### src/rtl/serdes_tx_scheduler.sv
// rtl/serdes_tx_scheduler.sv - link-layer symbol scheduler feeding serdes_tx
// Payload FIFO plus framing FSM that advances one 9-bit {K,byte} symbol per load strobe.
module serdes_tx_scheduler #(
  parameter int FIFO_DEPTH  = 16,
  parameter int ALIGN_COUNT = 8,
  parameter int MIN_IDLE    = 2
) (
  input  logic                          clk,
  input  logic                          reset,
  input  logic                          s_valid,
  input  logic [7:0]                    s_data,
  input  logic                          s_last,
  output logic                          s_ready,
  input  logic                          sym_req,
  output logic [8:0]                    sym_out,
  output logic                          aligning,
  output logic                          busy,
  output logic                          underrun,
  output logic [$clog2(FIFO_DEPTH):0]   fifo_level
);

  localparam int AW  = $clog2(FIFO_DEPTH);
  localparam int LW  = AW + 1;
  localparam int ACW = $clog2(ALIGN_COUNT + 1);
  localparam int GW  = $clog2(MIN_IDLE + 1);

  localparam logic [LW-1:0]  FULL_LEVEL = LW'(FIFO_DEPTH);
  localparam logic [ACW-1:0] ALIGN_LAST = ACW'(ALIGN_COUNT - 1);
  localparam logic [GW-1:0]  GAP_MAX    = GW'(MIN_IDLE);
  localparam logic [GW-1:0]  GAP_THR    = GW'(MIN_IDLE - 1);

  localparam logic [8:0] SYM_IDLE = 9'h1BC;
  localparam logic [8:0] SYM_SOF  = 9'h1FB;
  localparam logic [8:0] SYM_EOF  = 9'h1FD;
  localparam logic [8:0] SYM_PAD  = 9'h1F7;

  typedef enum logic [2:0] {
    ST_ALIGN,
    ST_IDLE,
    ST_SOF,
    ST_DATA,
    ST_EOF,
    ST_TAIL
  } state_t;

  state_t          state_q, state_d;
  logic [8:0]      sym_q, sym_d;
  logic [ACW-1:0]  align_q, align_d;
  logic [GW-1:0]   gap_q, gap_d;
  logic            und_d;

  logic [8:0]      mem [FIFO_DEPTH];
  logic [AW-1:0]   wr_ptr, rd_ptr;
  logic [LW-1:0]   level_q;
  logic [8:0]      head;
  logic            push, pop;

  assign s_ready    = (level_q != FULL_LEVEL);
  assign push       = s_valid & s_ready;
  assign head       = mem[rd_ptr];
  assign fifo_level = level_q;
  assign sym_out    = sym_q;
  assign aligning   = (state_q == ST_ALIGN);
  assign busy       = (state_q == ST_SOF) || (state_q == ST_DATA) ||
                      (state_q == ST_EOF) || (state_q == ST_TAIL);

  // Storage carries no reset; occupancy and pointers define validity.
  always_ff @(posedge clk) begin
    if (push) begin
      mem[wr_ptr] <= {s_last, s_data};
    end
  end

  always_ff @(posedge clk or negedge reset) begin
    if (!reset) begin
      wr_ptr  <= '0;
      rd_ptr  <= '0;
      level_q <= '0;
    end else begin
      if (push) wr_ptr <= wr_ptr + 1'b1;
      if (pop)  rd_ptr <= rd_ptr + 1'b1;
      if (push && !pop)      level_q <= level_q + 1'b1;
      else if (pop && !push) level_q <= level_q - 1'b1;
    end
  end

  always_ff @(posedge clk or negedge reset) begin
    if (!reset) begin
      state_q  <= ST_ALIGN;
      sym_q    <= SYM_IDLE;
      align_q  <= '0;
      gap_q    <= '0;
      underrun <= 1'b0;
    end else begin
      state_q  <= state_d;
      sym_q    <= sym_d;
      align_q  <= align_d;
      gap_q    <= gap_d;
      underrun <= und_d;
    end
  end

  always_comb begin
    state_d = state_q;
    sym_d   = sym_q;
    align_d = align_q;
    gap_d   = gap_q;
    und_d   = 1'b0;
    pop     = 1'b0;
    if (sym_req) begin
      case (state_q)
        ST_ALIGN: begin
          sym_d = SYM_IDLE;
          if (align_q == ALIGN_LAST) begin
            state_d = ST_IDLE;
            gap_d   = GAP_MAX;
          end else begin
            align_d = align_q + 1'b1;
          end
        end
        ST_IDLE: begin
          if ((gap_q >= GAP_THR) && (level_q != '0)) begin
            sym_d   = SYM_SOF;
            state_d = ST_SOF;
          end else begin
            sym_d = SYM_IDLE;
            if (gap_q != GAP_MAX) gap_d = gap_q + 1'b1;
          end
        end
        ST_SOF, ST_DATA: begin
          // Pop is judged on the pre-push occupancy, so a byte never falls through.
          if (level_q != '0) begin
            pop     = 1'b1;
            sym_d   = {1'b0, head[7:0]};
            state_d = head[8] ? ST_EOF : ST_DATA;
          end else begin
            sym_d   = SYM_PAD;
            und_d   = 1'b1;
            state_d = ST_DATA;
          end
        end
        ST_EOF: begin
          sym_d   = SYM_EOF;
          state_d = ST_TAIL;
        end
        ST_TAIL: begin
          sym_d   = SYM_IDLE;
          gap_d   = '0;
          state_d = ST_IDLE;
        end
        default: begin
          state_d = ST_ALIGN;
          sym_d   = SYM_IDLE;
        end
      endcase
    end
  end

endmodule

### config.mk
export PLATFORM = sky130hd
export DESIGN_NAME = serdes_tx_scheduler
export DESIGN_NICKNAME = d
export VERILOG_FILES = /design/src/rtl/serdes_tx_scheduler.sv
export SDC_FILE = /design/constraint.sdc
export NUM_CORES = 1
export LEC_CHECK = 0
export CORE_ASPECT_RATIO = 1.25
export CORE_UTILIZATION = 35
export DETAILED_ROUTE_END_ITERATION = 10
export GPL_ROUTABILITY_DRIVEN = 0
export GPL_TIMING_DRIVEN = 0
export SLEW_MARGIN = 15
export SYNTH_ARGS = -nofsm -noshare
export SYNTH_HDL_FRONTEND = slang
export SYNTH_SLANG_ARGS = --single-unit
export TNS_END_PERCENT = 20
### constraint.sdc
create_clock -name clk -period 3.3 [get_ports clk]
set_input_delay 0.825 -clock clk [delete_from_list [all_inputs] [get_ports clk]]
set_output_delay 0.825 -clock clk [all_outputs]
set_load 0.005 [all_outputs]
==> results of run 1 <==
## registers in the layout (all words and copies together), names as in the netlist
name / count
mem: 144
underrun: 1
sym_out: 9
fifo_level: 5
align_q: 4
state_q: 3
gap_q: 2
rd_ptr: 4
wr_ptr: 4
## layer usage
layer	vias up	GRT usage [%]	part of all wire [%]	wire, µm
met5	-	0	0	0
met4	0	7.31	2.7	399
met3	25	3.22	3.6	520
met2	95	24.9	52	7580
met1	1990	17.5	41	6020
li1	1679	-	-	-
## critical path, stage by stage
cell             delay [ns]
clkdlybuf4s50_1        0.57
nand2_1                0.17
nor2_4                 0.20
inv_1                  0.11
ha_1                   0.26
inv_1                  0.16
ha_1                   0.27
nor2b_1                0.14
o21a_1                 0.17
or3_1                  0.30
a21oi_1                0.19
xnor2_1                0.13
## worst paths after layout
| kind | end | cells past startpoint | startpoint | slack, ns |
|---|---|---|---|---|
| max in group asynchronous | sym_out[6]$_DFFE_PN0P_ | 1 | reset | 2.41 |
| worst max-delay path | fifo_level[4]$_DFFE_PN0P_ | 12 | sym_req | 0.15 |
| worst min register to register | align_q[3]$_DFFE_PN0P_ | 1 | align_q[3]$_DFFE_PN0P_ | 0.47 |
| worst min-delay path | fifo_level[2]$_DFFE_PN0P_ | 1 | reset | 0.44 |
| min in group clk | align_q[3]$_DFFE_PN0P_ | 1 | align_q[3]$_DFFE_PN0P_ | 0.47 |
| worst max register to register | fifo_level[4]$_DFFE_PN0P_ | 12 | fifo_level[0]$_DFFE_PN0P_ | 0.21 |
## cell families (layout without fill, tap and decap cells)
family | Yosys count | after routing | share of synthesized area (%)
adders and majority gates | 14 | 14 | 2.52
muxes | 56 | 56 | 15.0
DFF | 176 | 176 | 70.7
buffers and inverters | 31 | 99 | 2.09
AOI/OAI and AO/OA | 35 | 35 | 3.34
and+or+nand+nor | 74 | 74 | 4.65
xor gates and xnor gates | 14 | 14 | 1.69
## where the power goes
group / switching, mW / internal, mW
clock: 0.795 / 1.02
combinational: 1.25 / 1.19
sequential: 0.191 / 2.80
## final cells by class
| cell class | instances | area [µm²] |
|---|---|---|
| plain buffers | 19 | 106 |
| clock buffers | 19 | 433 |
| clock inverters | 13 | 95.1 |
| fillers | 1755 | 11700 |
| inverters | 12 | 45.0 |
| multi-input cells | 193 | 2030 |
| flip-flops and latches | 176 | 5130 |
| well taps | 270 | 338 |
| repair buffers | 36 | 352 |
## metrics by stage
step                      cells  utilization (%)  setup WS [ns]
after floorplan             400                -          0.410
after global placement      700             39.0         -0.624
after detailed placement    704             39.4         -0.577
after CTS                   736             42.0         0.0297
after global routing        738             42.2         0.0131
final                       738             42.2          0.154
## what timing repair did
action | in CTS | in global routing
buffers inserted | 0 | 2
endpoints found under the setup margin | 1 | 1
pin swaps | 0 | 1
resized for setup | 2 | 2
## cell usage after synthesis, types with 2 or more instances
cell and number:
a211oi_1 2, a21o_1 3, a21oi_1 3, and2_1 2, buf_1 2, buf_2 6, clkbuf_1 8, dfrtp_1 26
dfstp_2 6, edfxtp_1 144, ha_1 13, inv_1 12, mux2_2 9, mux2i_1 9, mux4_1 11, mux4_2 27
nand2_1 20, nand2b_1 5, nand3_1 3, nand4_1 3, nor2_1 25, nor2b_1 3, nor3_1 8, nor4_1 3
o21a_1 2, o21ai_0 10, o22a_1 3, o22ai_1 2, o2bb2ai_1 2, xnor2_1 10, xor2_1 4
==> run_results.csv, run 1 <==
group,metric,value,unit
sta,timing.final.setup_violations,0,
synthesis,synth.cell_area,7260,µm²
sta,finalHoldViolations,0,
sta,worst_clock_skew,0.00675,ns
route,final_wl,14500,µm
synthesis,netlist.top_cell.by_area,"edfxtp_1",
route,ant_nets,0,
critical_path,worstSetupStartpointType,"primary input",
die,placement_rows,58,
global_route,grt_overflow_total,0,
clock_network,cts_root_buffer,"clkbuf_16",
synthesis,dominantRegCellSynth,"edfxtp_1",
global_route,grt_pass1_vias,3800,
route,avgRoutedWirePerCell,19.7,µm
status,outcome,"finished clean",
clock_network,numCtsBuffers,17,
clock_network,postCtsHoldBufs,0,
clock_network,insertion_delay,0.43,ns
critical_path,timing.critical_path.arrival,3.50,ns
sta,period_needed,3.15,ns
synthesis,synth.ff_latch_count,176,
sta,worst-slew-pin-transition,1.14,ns
run,number_of_max_cap_violations,0,
die,num_io_pins,31,
route,drt-vias-per-instance,5.13,
placement,detailed_place.area,7970,µm²
clock_network,deepest_level_of_the_cts_h_tree,4,
route,vias,3789,
sta,final.hold.worst_slack,0.437,ns
power,ir_drop,0.417,mV
route,detail_route.first_pass.iterations,4,
power,fin_total_pwr,7.25,mW
global_route,number_of_antenna_violations_at_the_first_check_in_global_routing,0,
clock_network,clock_tree.buffer_depth,2,
sta,final_min_period_over_clock_period,95.3,%
synthesis,yosysWarningCount,0,
global_route,grt_first_pass_wirelength,22000,µm
route,drtIter0Drc,291,
die,die_footprint,21300,µm²
finish,syn_to_final_growth,17.6,%
die,dieHeight,163,µm
route,remaining_drc_errors,0,
synthesis,synth_sequential_area_ratio,70.7,%
sta,rsz0062_at_grt,"false",
critical_path,endpoint_kind,"flop",
clock_network,clock_transition_time_at_the_flip_flop_clock_pins_of_the_worst_setup_and_hold_paths,0.06,ns
finish,num-nets-final,482,
placement,detailedPlacementHpwl,9580,µm
die,core,20200,µm²
synthesis,yosys-top-cells-area,"edfxtp_1 60%, dfrtp_1 9.0%, mux4_2 8.4%, mux4_1 4.0%, ha_1 2.2%",
clock_network,numClockSinks,176,
synthesis,postSynthCellCount,400,
finish,final_layout_size_suffix_gt1_share,20.5,%
synthesis,synth.net_count,427,
synthesis,synth_cell_type_count,45,
synthesis,synth.top_cell.area_share,59.6,%
die,die_width,131,µm
finish,stdcell_area,8540,µm²
sta,drv_slew,0,
power,leakagePower,2.90,nW
placement,port_buffers,30,
global_route,grt_max_degree,33,
critical_path,worst-endpoint-required,3.65,ns
critical_path,crit_fanout,6,
finish,insertedDiodeCount,0,
clock_network,cts_tree,"yes",
die,floorplan.initialDensity,35.8,%
sta,max_clock_freq,318,MHz
critical_path,timing.setup.critical_path_class,"primary input to flop",
worst_hold_path,hold_path.class,"primary input to asynchronous set/reset pin",
sta,fin_tns_setup,0,ns
synthesis,async_flop_share,18.2,%
power,power.density,849,nW/µm²
finish,most-common-layout-cells,"144 x edfxtp_1, 29 x clkdlybuf4s50_1, 27 x mux4_2",
sta,maxSlewHeadroom,23.7,%
synthesis,avgSynthCellArea,18.1,µm²
finish,layout.cells.most_common,"edfxtp_1",
global_route,grtUsageTotal,14.7,%
synthesis,synth_edf_count,144,
Power figures use the tool's default switching activity.
==> run 2: changes to the inputs <==
--- a/config.mk
+++ b/config.mk
@@ -8,8 +8,9 @@
 export CORE_ASPECT_RATIO = 1.25
 export CORE_UTILIZATION = 35
 export DETAILED_ROUTE_END_ITERATION = 10
-export GPL_ROUTABILITY_DRIVEN = 0
 export GPL_TIMING_DRIVEN = 0
+export SETUP_SLACK_MARGIN = 0.4
+export SKIP_LAST_GASP = 1
 export SLEW_MARGIN = 15
 export SYNTH_ARGS = -nofsm -noshare
 export SYNTH_HDL_FRONTEND = slang
==> run 2 against run 1 <==
  * Setup slack improved by 0.37 ns
  * Maximum frequency increased by 13%
  * Final cell count increased by 0.14%
  * Die area unchanged
  * Clock skew increased by 0.0013 ns
  * Via count decreased by 0.61%
  * Power increased by 0.52%
  * Count of clock-buffer cells in the layout unchanged
  * Flip-flop and latch count unchanged
  * Utilization increased by 0.15 points
  * Hold slack improved by 0.0041 ns
  * Clock power about the same
  * Critical path type is now flop to flop
==> run_results.csv, run 2 (synthesis results as in run 1) <==
group,metric,value,unit
die,placement_rows,58,
route,avgRoutedWirePerCell,19.8,µm
global_route,grt_first_pass_wirelength,22000,µm
die,die_footprint,21300,µm²
die,dieHeight,163,µm
route,vias,3766,
sta,period_needed,2.77,ns
finish,layout.cells.most_common,"edfxtp_1",
placement,dp_cells,704,
die,core,20200,µm²
power,power.share.switching,30.9,%
placement,port_buffers,30,
route,drtIter0Drc,283,
finish,final_layout_size_suffix_gt1_share,22.4,%
sta,rsz0062_at_grt,"false",
power,switching_power,2.25,mW
sta,maxSlewHeadroom,23.7,%
clock_network,clock_transition_time_at_the_flip_flop_clock_pins_of_the_worst_setup_and_hold_paths,0.06,ns
global_route,number_of_antenna_violations_at_the_first_check_in_global_routing,0,
power,cell_internal_pwr,5.03,mW
status,outcome,"finished clean",
sta,fin_tns_setup,0,ns
global_route,grt_overflow_total,0,
placement,detailedPlacementHpwl,9580,µm
route,detail_route.first_pass.iterations,4,
clock_network,cts_tree,"yes",
sta,final_min_period_over_clock_period,84.0,%
power,ir_drop,0.419,mV
critical_path,worstSetupStartpointType,"flop",
critical_path,timing.critical_path.arrival,3.13,ns
die,floorplan.initialDensity,35.8,%
clock_network,clock_tree.buffer_depth,2,
power,power.share.sequential,41.1,%
clock_network,insertion_delay,0.43,ns
finish,register_with_the_most_flip_flops,"mem",
global_route,grtUsageTotal,14.8,%
global_route,grt_max_degree,33,
finish,layout.core_utilization,42.3,%
power,fin_total_pwr,7.29,mW
finish,insertedDiodeCount,0,
critical_path,crit_fanout,9,
route,ant_nets,0,
sta,finalHoldViolations,0,
route,remaining_drc_errors,0,
die,num_io_pins,31,
finish,syn_to_final_growth,18.0,%
power,power.density,850,nW/µm²
run,number_of_max_cap_violations,0,
finish,fin_cells,739,
power,power.combinational.fraction,34.0,%
critical_path,endpoint_kind,"flop",
placement,finalWeightedCongestion,0.795,
sta,drv_slew,0,
sta,timing.final.setup_violations,0,
power,leakagePower,2.91,nW
finish,most-common-layout-cells,"144 x edfxtp_1, 28 x clkdlybuf4s50_1, 27 x mux4_2",
sta,max_clock_freq,361,MHz
clock_network,cts_root_buffer,"clkbuf_16",
sta,worst_clock_skew,0.00803,ns
clock_network,postCtsHoldBufs,0,
clock_network,numCtsBuffers,17,
sta,worst-slew-pin-transition,1.14,ns
clock_network,deepest_level_of_the_cts_h_tree,4,
finish,largest_register_ff_count,144,
critical_path,worst-endpoint-required,3.66,ns
route,drt-vias-per-instance,5.10,
worst_hold_path,hold_path.class,"primary input to asynchronous set/reset pin",
die,die_width,131,µm
critical_path,timing.setup.critical_path_class,"flop to flop",
global_route,grt_pass1_vias,3818,
route,final_wl,14600,µm
clock_network,numClockSinks,176,
power,clkPwrFrac,25.0,%
finish,num-nets-final,483,
## run 2: area by class of cell
type	count	area, µm²
Buffer	19	108
Clock buffer	19	433
Clock inverter	13	95.1
Fill cell	1753	11700
Inverter	12	45.0
Multi-Input combinational cell	193	2060
Sequential cell	176	5130
Tap cell	270	338
Timing Repair Buffer	37	358
## run 2: worst max-delay path: stages (launching register included)
cell and delay [ns]:
dfrtp_2 0.46, nor4_4 0.36, nand2_1 0.12, and2_1 0.16, buf_2 0.18, ha_4 0.20
inv_2 0.09, ha_1 0.24, nor2b_1 0.13, o21a_1 0.17, or3_1 0.32, a21oi_2 0.15
xnor2_1 0.12
## run 2: layer usage
layer | part of all wire [%] | global-route usage [%] | vias to the layer above | routed length, µm
met4 | 2.7 | 7.31 | 0 | 398
met5 | 0 | 0 | - | 0
li1 | - | - | 1683 | -
met3 | 3.2 | 3.22 | 25 | 460
met1 | 42 | 17.5 | 1976 | 6140
met2 | 52 | 25.1 | 82 | 7610
## run 2: through the flow
stage	cell area (µm²)	hold slack (ns)	setup slack [ns]
after global routing	8570	0.471	0.396
after detailed placement	7970	0.459	-0.577
after global placement	7900	0.452	-0.624
after CTS	8540	0.459	0.404
final	8570	0.442	0.527
after floorplan	7260	0.437	0.410
## run 2: final timing paths
path,from,end,slack (ns),depth (start not counted)
max,fifo_level[0]$_DFFE_PN0P_,fifo_level[4]$_DFFE_PN0P_,0.53,12
min,reset,fifo_level[2]$_DFFE_PN0P_,0.44,1
max reg2reg,fifo_level[0]$_DFFE_PN0P_,fifo_level[4]$_DFFE_PN0P_,0.53,12
min reg2reg,align_q[3]$_DFFE_PN0P_,align_q[3]$_DFFE_PN0P_,0.47,1
max in group asynchronous,reset,fifo_level[1]$_DFFE_PN0P_,2.37,1
min in group clk,align_q[3]$_DFFE_PN0P_,align_q[3]$_DFFE_PN0P_,0.47,1
## run 2: power groups by stage
stage	combinational (mW)	clock, mW	sequential, mW
floorplan	1.64	0	2.98
global placement	2.34	0	3.00
detailed placement	2.44	0	3.02
CTS	2.48	1.85	2.99
finish	2.47	1.82	2.99
global route	2.71	1.94	3.02
## run 2: what timing repair did
item / 4_1_cts / 5_1_grt
buffers inserted: 2 / 1
setup endpoints to repair: 13 / 1
resized for setup: 11 / 5
pin swaps: 2 / 1
==> run 3: changes to the inputs <==
==> constraint.sdc (replaced) <==
create_clock -name clk -period 2.65 [get_ports clk]
set_input_delay 0.6625 -clock clk [delete_from_list [all_inputs] [get_ports clk]]
set_output_delay 0.6625 -clock clk [all_outputs]
set_load 0.005 [all_outputs]
==> run 3 against run 2 <==
  * Combinational power up 30%
  * Clock skew rose by 0.0039 ns
  * Via count increased by 0.48%
  * Wire length rose by 1.2%
  * Non-clock buffer count up 10
  * Critical path depth unchanged
  * Final area is 1.7% higher
  * Count of clock-buffer cells in the layout shrank 1
  * Hold slack worse by 0.15 ns
  * Power increased by 26%
  * Largest cell class unchanged
  * Largest power group unchanged
==> run_results.csv, run 3 (synthesis results as in run 1) <==
group,metric,value,unit
route,drt-vias-per-instance,5.05,
finish,fin_cells,749,
power,fin_total_pwr,9.20,mW
clock_network,cts_root_buffer,"clkbuf_16",
die,core,20200,µm²
route,avgRoutedWirePerCell,19.7,µm
power,leakagePower,2.98,nW
finish,layout.cells.most_common,"edfxtp_1",
critical_path,timing.setup.critical_path_class,"primary input to flop",
finish,stdcell_area,8710,µm²
critical_path,crit_fanout,5,
critical_path,worst-endpoint-required,3.00,ns
die,die_footprint,21300,µm²
global_route,number_of_antenna_violations_at_the_first_check_in_global_routing,0,
die,floorplan.initialDensity,35.8,%
critical_path,critical_path.n_buffers_inverters,3,
worst_hold_path,hold_path.class,"primary input to asynchronous set/reset pin",
placement,detailed_place.area,8020,µm²
placement,detailedPlacementHpwl,9750,µm
finish,register_with_the_most_flip_flops,"mem",
finish,num-nets-final,493,
die,num_io_pins,31,
route,final_wl,14800,µm
critical_path,timing.critical_path.slowest_stage_cell,"clkdlybuf4s50_1",
global_route,grt_max_degree,33,
critical_path,timing.critical_path.arrival,2.92,ns
route,vias,3784,
sta,maxSlewHeadroom,33.2,%
global_route,grt_overflow_total,0,
global_route,grtUsageTotal,15.0,%
global_route,grt_first_pass_wirelength,22400,µm
power,ir_drop,0.408,mV
critical_path,crit_family,"simple AND/OR/NAND/NOR gates",
die,die_width,131,µm
route,drtIter0Drc,193,
placement,dp_cells,704,
critical_path,endpoint_kind,"flop",
clock_network,numCtsBuffers,17,
run,number_of_max_cap_violations,0,
sta,worst_clock_skew,0.0119,ns
finish,insertedDiodeCount,0,
finish,most-common-layout-cells,"144 x edfxtp_1, 27 x mux4_2, 26 x clkdlybuf4s50_1",
sta,rsz0062_at_grt,"true",
clock_network,insertion_delay,0.42,ns
clock_network,deepest_level_of_the_cts_h_tree,4,
clock_network,cts_tree,"yes",
sta,fin_tns_setup,0,ns
route,ant_nets,0,
clock_network,postCtsHoldBufs,0,
placement,port_buffers,30,
power,power.density,1060,nW/µm²
sta,finalHoldViolations,0,
sta,final_min_period_over_clock_period,96.9,%
sta,period_needed,2.57,ns
finish,final_layout_size_suffix_gt1_share,26.5,%
route,detail_route.first_pass.iterations,4,
placement,finalWeightedCongestion,0.737,
status,outcome,"finished clean",
sta,worst-slew-pin-transition,0.998,ns
route,remaining_drc_errors,0,
clock_network,numClockSinks,176,
critical_path,worstSetupStartpointType,"primary input",
sta,timing.final.setup_violations,0,
finish,syn_to_final_growth,20.0,%
clock_network,clock_tree.buffer_depth,2,
die,dieHeight,163,µm
finish,largest_register_ff_count,144,
clock_network,clock_transition_time_at_the_flip_flop_clock_pins_of_the_worst_setup_and_hold_paths,0.07,ns
critical_path,worstPathCellList,"clkdlybuf4s50_1 > nand2_2 > nor2_4 > inv_4 > ha_4 > inv_4 > ha_4 > nor2b_1 > o21a_1 > or3_1 > a21oi_2 > xnor2_1",
sta,drv_slew,0,
critical_path,critical-path-max-stage-delay,0.57,ns
sta,max_clock_freq,390,MHz
global_route,grt_pass1_vias,3860,
die,placement_rows,58,
-- run 3: changes by cell type in the layout (fill, tap and decap cells not counted), sizes merged --
cell           before  now
dlymetal6s2s        0    2
clkinvlp            0    5
clkdlybuf4s50      28   26
buf                20   30
clkbuf             26   25
inv                14   13
clkinv             10    7
-- run 3: report_power, final --
group          switching [mW]  internal [mW]  total, mW
logic                    1.62           1.58       3.20
registers               0.219           3.49       3.71
clock network            1.01           1.28       2.30
-- run 3: layout make-up --
cell class / count / area [µm²]
plain buffers: 19 / 123
clock buffers: 18 / 429
clock inverters: 14 / 118
fillers: 1739 / 11500
inverters: 12 / 50.0
multi-input cells: 193 / 2090
flip-flops and latches: 176 / 5140
well taps: 270 / 338
repair buffers: 47 / 434
-- run 3: stage by stage --
stage	hold WS [ns]	util (%)	setup slack, ns
final	0.288	43.0	0.0834
after global routing	0.345	43.0	-0.0476
after CTS	0.305	42.8	0.0757
after detailed placement	0.459	39.6	-0.670
after global placement	0.453	39.3	-0.812
after floorplan	0.367	-	0.103
-- run 3: what timing repair did --
action,in CTS,in global routing
resized for setup,9,15
hold endpoints to repair,0,0
setup endpoints to repair,100,73
pin swaps,7,3
setup buffers,10,3
-- run 3: worst register-to-register path, cell delays in order, from the launching register on --
cell	delay [ns]
dfrtp_2	0.43
nor4_4	0.30
nand2_1	0.10
and2_1	0.16
clkbuf_8	0.15
ha_4	0.18
inv_4	0.07
ha_4	0.19
nor2b_1	0.12
o21a_1	0.17
or3_1	0.32
a21oi_2	0.15
xnor2_1	0.13
-- run 3: worst paths after layout --
| path | startpoint | end | slack, ns | depth (start not counted) |
|---|---|---|---|---|
| hold / removal | reset | fifo_level[2]$_DFFE_PN0P_ | 0.29 | 1 |
| hold reg to reg | align_q[3]$_DFFE_PN0P_ | align_q[3]$_DFFE_PN0P_ | 0.48 | 1 |
| setup reg to reg | fifo_level[1]$_DFFE_PN0P_ | fifo_level[4]$_DFFE_PN0P_ | 0.11 | 12 |
| setup / recovery | sym_req | fifo_level[4]$_DFFE_PN0P_ | 0.08 | 12 |
| max in group asynchronous | reset | fifo_level[1]$_DFFE_PN0P_ | 1.86 | 1 |
| min in group clk | align_q[3]$_DFFE_PN0P_ | align_q[3]$_DFFE_PN0P_ | 0.48 | 1 |
-- run 3: layer usage --
layer / part of all wire, % / GRT usage, %
met1: 40 / 17.7
met2: 55 / 26.6
met3: 4.0 / 2.92
met4: 1.2 / 5.33
met5: 0 / 0
